===== config.mk =====
export PLATFORM = sky130hd
export DESIGN_NAME = aes256_ctr_sched
export DESIGN_NICKNAME = d
export VERILOG_FILES = /design/src/rtl/aes_pkg.sv /design/src/rtl/aes_ctr_inc.sv /design/src/rtl/aes256_ctr_sched.sv
export SDC_FILE = /design/constraint.sdc
export NUM_CORES = 1
export LEC_CHECK = 0
export CORE_AREA = 10 10 450 452
export DETAILED_ROUTE_END_ITERATION = 10
export DIE_AREA = 0 0 460 462
export SLEW_MARGIN = 20
export SYNTH_ARGS = -nofsm -noshare
export SYNTH_HDL_FRONTEND = slang
export SYNTH_SLANG_ARGS = --single-unit

===== constraint.sdc =====
create_clock -name clk -period 5.5 [get_ports clk]
set_input_delay 0.55 -clock clk [delete_from_list [all_inputs] [get_ports clk]]
set_output_delay 0.55 -clock clk [all_outputs]
set_load 0.01 [all_outputs]

===== src/rtl/aes_pkg.sv =====
// Shared types and constants for the AES-256-CTR sequencing controller.
// Contents: FSM state enum, AES-256 round/width constants, counter field width.
package aes_pkg;

  localparam int AES256_NUM_ROUNDS = 14;   // last round-key index
  localparam int AES_BLK_W         = 128;
  localparam int AES256_KEY_W      = 256;
  localparam int AES_CTR_W         = 32;    // incrementing low field of the counter block

  typedef enum logic [2:0] {
    S_IDLE,
    S_KEY_EXP,
    S_READY,
    S_ROUND,
    S_CAPTURE,
    S_OUTPUT
  } state_e;

endpackage


===== src/rtl/aes_ctr_inc.sv =====
// Counter-field incrementer with wrap detect.
// Ports:
//   ctr      in  current counter field
//   ctr_next out ctr + 1 modulo 2^W
//   wrap     out ctr is all-ones, so this increment wraps to zero
module aes_ctr_inc #(
  parameter int W = 32
) (
  input  logic [W-1:0] ctr,
  output logic [W-1:0] ctr_next,
  output logic         wrap
);

  assign ctr_next = ctr + W'(1);
  assign wrap     = &ctr;

endmodule


===== src/rtl/aes256_ctr_sched.sv =====
// AES-256-CTR sequencing controller.
// Loads a key and starts key expansion, holds the counter block, and for each
// plaintext block drives the iterative cipher core through round keys
// 0..NUM_ROUNDS, then XORs the keystream into the plaintext and presents the
// ciphertext on a valid/ready output.
// Ports:
//   clk, rst                       clock, synchronous active-high reset
//   key_in/key_valid/key_ready     key load handshake
//   ke_start/ke_key/ke_done        key-expansion engine control
//   iv_in/iv_load                  counter block load (IDLE/READY only)
//   pt_data/pt_valid/pt_ready      plaintext input handshake
//   core_load/core_in/core_en/
//   rk_idx/core_out                cipher-round core control and keystream
//   ct_data/ct_valid/ct_ready      ciphertext output handshake
//   key_ok, ctr_wrap, busy         status
module aes256_ctr_sched
  import aes_pkg::*;
#(
  parameter int NUM_ROUNDS = AES256_NUM_ROUNDS,
  parameter int CTR_W      = AES_CTR_W
) (
  input  logic                    clk,
  input  logic                    rst,
  input  logic [AES256_KEY_W-1:0] key_in,
  input  logic                    key_valid,
  output logic                    key_ready,
  output logic                    ke_start,
  output logic [AES256_KEY_W-1:0] ke_key,
  input  logic                    ke_done,
  input  logic [AES_BLK_W-1:0]    iv_in,
  input  logic                    iv_load,
  input  logic [AES_BLK_W-1:0]    pt_data,
  input  logic                    pt_valid,
  output logic                    pt_ready,
  output logic                    core_load,
  output logic [AES_BLK_W-1:0]    core_in,
  output logic                    core_en,
  output logic [3:0]              rk_idx,
  input  logic [AES_BLK_W-1:0]    core_out,
  output logic [AES_BLK_W-1:0]    ct_data,
  output logic                    ct_valid,
  input  logic                    ct_ready,
  output logic                    key_ok,
  output logic                    ctr_wrap,
  output logic                    busy
);

  state_e                 state, state_nxt;
  logic [AES_BLK_W-1:0]   ctr_reg;
  logic [AES_BLK_W-1:0]   pt_reg;
  logic [3:0]             rnd;
  logic                   ke_first;     // first cycle of KEY_EXP
  logic [CTR_W-1:0]       ctr_inc;
  logic                   inc_wrap;
  logic                   key_hs, pt_hs, out_hs, iv_ok;

  assign key_hs = key_valid & key_ready;
  assign pt_hs  = pt_valid & pt_ready;
  assign out_hs = ct_valid & ct_ready;
  // key_ready marks exactly the IDLE/READY states where the IV may be reloaded
  assign iv_ok  = iv_load & key_ready;
  assign rk_idx = core_en ? rnd : 4'd0;

  aes_ctr_inc #(.W(CTR_W)) u_inc (
    .ctr      (ctr_reg[CTR_W-1:0]),
    .ctr_next (ctr_inc),
    .wrap     (inc_wrap)
  );

  always_ff @(posedge clk) begin
    if (rst) state <= S_IDLE;
    else     state <= state_nxt;
  end

  always_comb begin
    state_nxt = state;
    key_ready = 1'b0;
    pt_ready  = 1'b0;
    core_load = 1'b0;
    core_en   = 1'b0;
    ke_start  = 1'b0;
    ct_valid  = 1'b0;
    busy      = 1'b1;
    case (state)
      S_IDLE: begin
        key_ready = 1'b1;
        busy      = 1'b0;
        if (key_valid) state_nxt = S_KEY_EXP;
      end
      S_KEY_EXP: begin
        ke_start = ke_first;
        if (ke_done) state_nxt = S_READY;
      end
      S_READY: begin
        key_ready = 1'b1;
        busy      = 1'b0;
        // A pending key load wins over a block start so a block never
        // starts against a key that is about to be replaced.
        pt_ready  = key_ok & ~iv_load & ~key_valid;
        if (key_valid)     state_nxt = S_KEY_EXP;
        else if (pt_hs)    state_nxt = S_ROUND;
      end
      S_ROUND: begin
        core_en   = 1'b1;
        core_load = (rnd == 4'd0);
        if (rnd == 4'(NUM_ROUNDS)) state_nxt = S_CAPTURE;
      end
      S_CAPTURE: state_nxt = S_OUTPUT;
      S_OUTPUT: begin
        ct_valid = 1'b1;
        if (ct_ready) state_nxt = S_READY;
      end
      default: state_nxt = S_IDLE;
    endcase
  end

  always_ff @(posedge clk) begin
    if (rst) begin
      ke_first <= 1'b0;
      ke_key   <= '0;
      key_ok   <= 1'b0;
      ctr_reg  <= '0;
      ctr_wrap <= 1'b0;
      pt_reg   <= '0;
      core_in  <= '0;
      rnd      <= '0;
      ct_data  <= '0;
    end else begin
      ke_first <= key_hs;
      if (key_hs) begin
        ke_key <= key_in;
        key_ok <= 1'b0;
      end else if (state == S_KEY_EXP && ke_done) begin
        key_ok <= 1'b1;
      end

      if (iv_ok) begin
        ctr_reg  <= iv_in;
        ctr_wrap <= 1'b0;
      end else if (out_hs) begin
        ctr_reg[CTR_W-1:0] <= ctr_inc;
        if (inc_wrap) ctr_wrap <= 1'b1;
      end

      if (pt_hs) begin
        pt_reg  <= pt_data;
        core_in <= ctr_reg;
        rnd     <= '0;
      end else if (core_en) begin
        rnd <= rnd + 4'd1;
      end

      // keystream is valid in the cycle after the last round
      if (state == S_CAPTURE) ct_data <= pt_reg ^ core_out;
    end
  end

endmodule


==> results of run 1 <==
cell usage in the layout, fill, tap and decap left out, drive strengths merged, types with 13 or more instances in the layout:
master / n
xnor2: 140
a22o: 257
clkbuf: 135
nand3: 15
diode: 42
a211oi: 143
nor2: 163
dfxtp: 778
a21oi: 369
clkinv: 24
nand2: 727
clkdlybuf4s50: 1170
buf: 23
nor3: 13
worst min-delay path by stage:
| stage | from | end | slack (ns) | cells past startpoint |
|---|---|---|---|---|
| 3_3_place_gp | ctr_reg[127] | core_in[127] | 0.44 | 2 |
| 3_5_place_dp | ctr_reg[42] | core_in[42] | 0.44 | 2 |
| 2_1_floorplan | ctr_reg[100] | core_in[100] | 0.43 | 2 |
| 6_report | rst | pt_reg[46] | 0.30 | 2 |
| 4_1_cts | rst | pt_reg[53] | 0.24 | 2 |
| 5_1_grt | rst | pt_reg[47] | 0.27 | 2 |
cell families after synthesis:
| family | after synthesis | share of synthesized area |
|---|---|---|
| multiplexers | 3 | 0.00115 |
| flip-flops | 778 | 0.573 |
| adder cells (fa/ha/maj) | 4 | 0.00184 |
| buffers and inverters | 243 | 0.0336 |
| AO/OA/AOI/OAI | 796 | 0.198 |
| AND/OR/NAND/NOR | 976 | 0.144 |
| XOR/XNOR | 148 | 0.0477 |
where the power goes:
part | internal, mW | switching (mW) | leakage, nW
combinational | 0.933 | 0.875 | 7.01
sequential | 5.90 | 0.191 | 6.33
clock | 4.02 | 2.77 | 1.64
layout make-up:
cell class,instances,area share
sequential,778,0.346
multi-input combinational,1927,0.238
antenna,42,0.00234
clock inverter,45,0.0130
tap,2542,0.0707
timing repair buffer,1193,0.267
clock buffer,135,0.0619
inverter,6,0.000501
routing by layer:
metal	global-route usage	vias up
li1	-	12300
met1	0.178	12500
met2	0.267	1368
met3	0.130	505
met4	0.0483	170
met5	0	-
==> flow_summary.yaml, run 1 <==
outcome:
  status: "finished, final reports clean"
floorplan:
  core_um2: 194000
  chipHeight_um: 462
  rows: 162
  die_w_um: 460
  start_util: 0.140
  pin_count: 1172
  fp.dieArea_um2: 213000
drt:
  top_layer: "met5"
  wl_mm: 193
  first_pass_iters: 5
  first_iter_violations: 1881
  via_per_inst: 4.02
  wl_met2_mm: 85.9
  ant_nets: 0
  dr_wl_met3_mm: 30.9
  wl_met1_mm: 68.9
  routed-via-count: 26800
  wl_per_cell_um: 28.9
  drc: 0
timing:
  hold_viol: 0
  min_period_ns: 3.75
  slew_headroom: 0.173
  fin_skew_ns: 0.0357
  worst_slack_ns: 1.75
  setup_violations: 0
  drv_slew: 0
  post-route-period-util: 0.683
  grt_setup_unrepaired: "false"
  fmax_ghz: 0.266
  final.setup.tns_ns: 0
  whs_ns: 0.297
  worst_pin_slew_ns: 1.24
placed_design:
  port_buffers: 1171
  post-place-ws_ns: 2.18
  dpl.cell_count: 6446
  routabilityCongestion: 0.913
  hpwl_mm: 158
  place_area_um2: 41500
pwr:
  power_mw: 14.7
  p_per_area_nw_per_um2: 327
  peakVddDrop_uv: 249
  power.leakage_nw: 15.0
synth:
  synth.distinct_cells: 50
  ys_warn_count: 0
  netlist_top_cells_count: "dfxtp_1, nand2_1, a21oi_1"
  avgSynthCellArea_um2: 9.21
  synth_top_area_share: 0.573
  yosys_register_bits: 778
  synth_area_leaders: "dfxtp_1, nand2_1, a22o_1, a21oi_1, xnor2_1"
  synth_nets: 3599
  syn-cell-area_um2: 27200
  synthCells: 2948
  synth_top_flop_cell: "dfxtp_1"
  synth.largest_area_cell: "dfxtp_1"
  synth_edf_count: 0
  yosysMostFrequentCell: "dfxtp_1"
  postSynth.asyncResetShare: 0
  synth-seq-area-share: 0.573
critical_path:
  path_depth: 4
  cp_max_fo: 15
  start_kind: "flip-flop"
  cp-end-kind: "output port"
  path_cells: "nor2_1 > nand3b_1 > nor3b_1 > clkdlybuf4s50_1"
  cpPeakStageDelay_ns: 0.72
  critical_path_arrival_ns: 3.20
  cp_num_buf_inv: 1
  r2r-end: "pt_reg[55]"
  slowest_stage: "clkdlybuf4s50_1"
  startpoint: "state[0]"
  cp.required_ns: 4.95
  path_delay_family: "simple AND/OR/NAND/NOR gates"
  ff2ff_path_depth: 6
  rrSetupSlack_ns: 2.58
  crit_end: "pt_ready"
  worstSetupPathType: "flip-flop to output port"
  crit-reg2reg-launch: "state[0]"
layout:
  utilization: 0.232
  fin_nets: 4655
  fillCellCount: 20800
  multi_input_area_um2: 10700
  largest_reg_flops: 256
  fin_area_um2: 45000
  regArea_um2: 15600
  drive_gt1_frac: 0.0490
  final_cells: 6668
  largest_register: "ke_key"
  syn2layout_area_growth_pct: 65.6
min_path:
  hp-class: "input pin to flip-flop"
global_route:
  grt_pass1_vias: 25600
  gr-total-overflow: 0
  antenna_found_initial: 241
  grt_pass1_wl_mm: 244
  grt_start_max_net_pins: 188
  grtUsageTotal: 0.170
cts:
  clock-root-buffer: "clkbuf_16"
  htreeDepth: 3
  cts_tree: "done"
  cts_buffers: 98
  cts_hold_buf: 0
  post_cts_buffers: 0
  cts-resized-gates: 0
  cts_max_path_buffers: 3
  clock_latency_ns: 0.74
  cts_num_sinks: 778
  clk_pin_slew_ns: 0.07
run:
  max_cap_violations: 0
(Power assumes the default switching activity.)
==> run 2, diff against run 1 <==
Settings changed: CORE_AREA 10 10 450 452 to 10 10 444 446, DIE_AREA 0 0 460 462 to 0 0 454 456.
Clock period 5.5 ns to 3.6 ns, I/O delays scaled along.
==> flow_summary.yaml, run 2 (same netlist as run 1, synthesis figures left out) <==
critical_path:
  cp-end-kind: "output port"
  crit-reg2reg-launch: "state[0]"
  startpoint: "state[0]"
  cp.required_ns: 3.24
  rrSetupSlack_ns: 0.82
  start_kind: "flip-flop"
  cp_max_fo: 15
  worstSetupPathType: "flip-flop to output port"
  critical_path_arrival_ns: 3.04
timing:
  slew_headroom: 0.368
  hold_viol: 0
  setup_violations: 0
  post-route-period-util: 0.944
  grt_setup_unrepaired: "false"
  fin_skew_ns: 0.0358
  min_period_ns: 3.40
  final.setup.tns_ns: 0
  fmax_ghz: 0.294
  worst_pin_slew_ns: 0.948
  drv_slew: 0
cts:
  htreeDepth: 3
  cts_buffers: 93
  cts_num_sinks: 778
  cts-resized-gates: 1
  cts_hold_buf: 0
  clock-root-buffer: "clkbuf_16"
  clock_latency_ns: 0.72
  cts_tree: "done"
  clk_pin_slew_ns: 0.06
  post_cts_buffers: 0
  cts_max_path_buffers: 3
pwr:
  clkPwrFrac: 0.452
  peakVddDrop_uv: 336
  p_sw_frac: 0.263
  switchingPower_mw: 5.83
  pwr-share-seq: 0.420
  p_per_area_nw_per_um2: 493
  p_int_mw: 16.4
  power_frac_comb: 0.128
  power.leakage_nw: 15.1
layout:
  drive_gt1_frac: 0.0539
  syn2layout_area_growth_pct: 66.1
  final_cell_mix: "clkdlybuf4s50_1, dfxtp_1, nand2_1, a21oi_1, a22o_1"
  fin_nets: 4678
  regArea_um2: 15600
  fin_area_um2: 45100
  final_common_cell: "clkdlybuf4s50_1"
  largest_reg_flops: 256
  largest_register: "ke_key"
  multi_input_area_um2: 10700
  utilization: 0.240
  fillCellCount: 20200
drt:
  first_iter_violations: 2435
  routed-via-count: 26900
  via_per_inst: 4.05
  wl_per_cell_um: 29.5
  first_pass_iters: 6
  wl_mm: 196
  ant_nets: 0
  drc: 0
outcome:
  status: "finished, final reports clean"
floorplan:
  pin_count: 1172
  fp.dieArea_um2: 207000
  rows: 159
  chipHeight_um: 456
  core_um2: 188000
  start_util: 0.145
  die_w_um: 454
global_route:
  grt_pass1_wl_mm: 250
  grt_start_max_net_pins: 162
  gr-total-overflow: 0
  grtUsageTotal: 0.179
  antenna_found_initial: 175
  grt_pass1_vias: 25300
placed_design:
  port_buffers: 1171
  routabilityCongestion: 0.954
  place_area_um2: 41800
  hpwl_mm: 162
min_path:
  hold_start: "rst"
  hp-class: "input pin to flip-flop"
run:
  max_cap_violations: 0
==> run 2: changes by cell type in the layout (fill, tap and decap cells not counted), sizes merged <==
cell	delta
bufinv	-1
clkinvlp	-2
clkinv	-6
inv	+1
clkbuf	-1
buf	+28
diode	+5
==> run 2: metal layers <==
layer,track usage,share of wire,vias up
met5,0,0.0022,-
met4,0.0840,0.043,70
met3,0.104,0.13,412
met2,0.294,0.48,1308
met1,0.181,0.35,12700
li1,-,-,12400
==> run 2: final timing paths <==
| check | end | cells after the start |
|---|---|---|
| max | pt_ready | 4 |
| min | ct_data[48] | 2 |
| max reg2reg | ctr_reg[17] | 5 |
| min reg2reg | core_in[109] | 2 |
==> run 2: power by group through the flow <==
| stage | Sequential, mW | Clock, mW | Combinational [mW] |
|---|---|---|---|
| after floorplan | 9.52 | 0 | 0.813 |
| after global placement | 9.49 | 0 | 2.86 |
| after detailed placement | 9.50 | 0 | 2.86 |
| after CTS | 9.32 | 10.3 | 2.89 |
| after global routing | 9.37 | 10.6 | 3.03 |
| final | 9.33 | 10.1 | 2.84 |
==> run 2: cell type report <==
cell class / instances / share of cell area
Sequential cell: 778 / 0.345
Clock buffer: 134 / 0.0604
Multi-Input combinational cell: 1927 / 0.238
Tap cell: 2495 / 0.0692
Antenna cell: 47 / 0.00261
Inverter: 6 / 0.000499
Clock inverter: 37 / 0.0112
Timing Repair Buffer: 1221 / 0.273
==> run 2: worst max-delay path: stages (launching register included) <==
cell	delay [ns]
dfxtp_1	0.46
nor2_1	0.46
nand3b_1	0.28
nor3b_2	0.47
clkdlybuf4s50_1	0.65
==> run 2: through the flow <==
stage	power [mW]	worst slack, ns	std cells	hold WS (ns)
6_report	22.2	0.203	6645	0.0904
5_1_grt	23.0	0.0237	6631	0.0516
4_1_cts	22.5	0.116	6598	0.00582
3_5_place_dp	12.4	0.433	6427	0.443
3_3_place_gp	12.4	0.431	6427	0.435
2_1_floorplan	10.3	1.35	2948	0.432
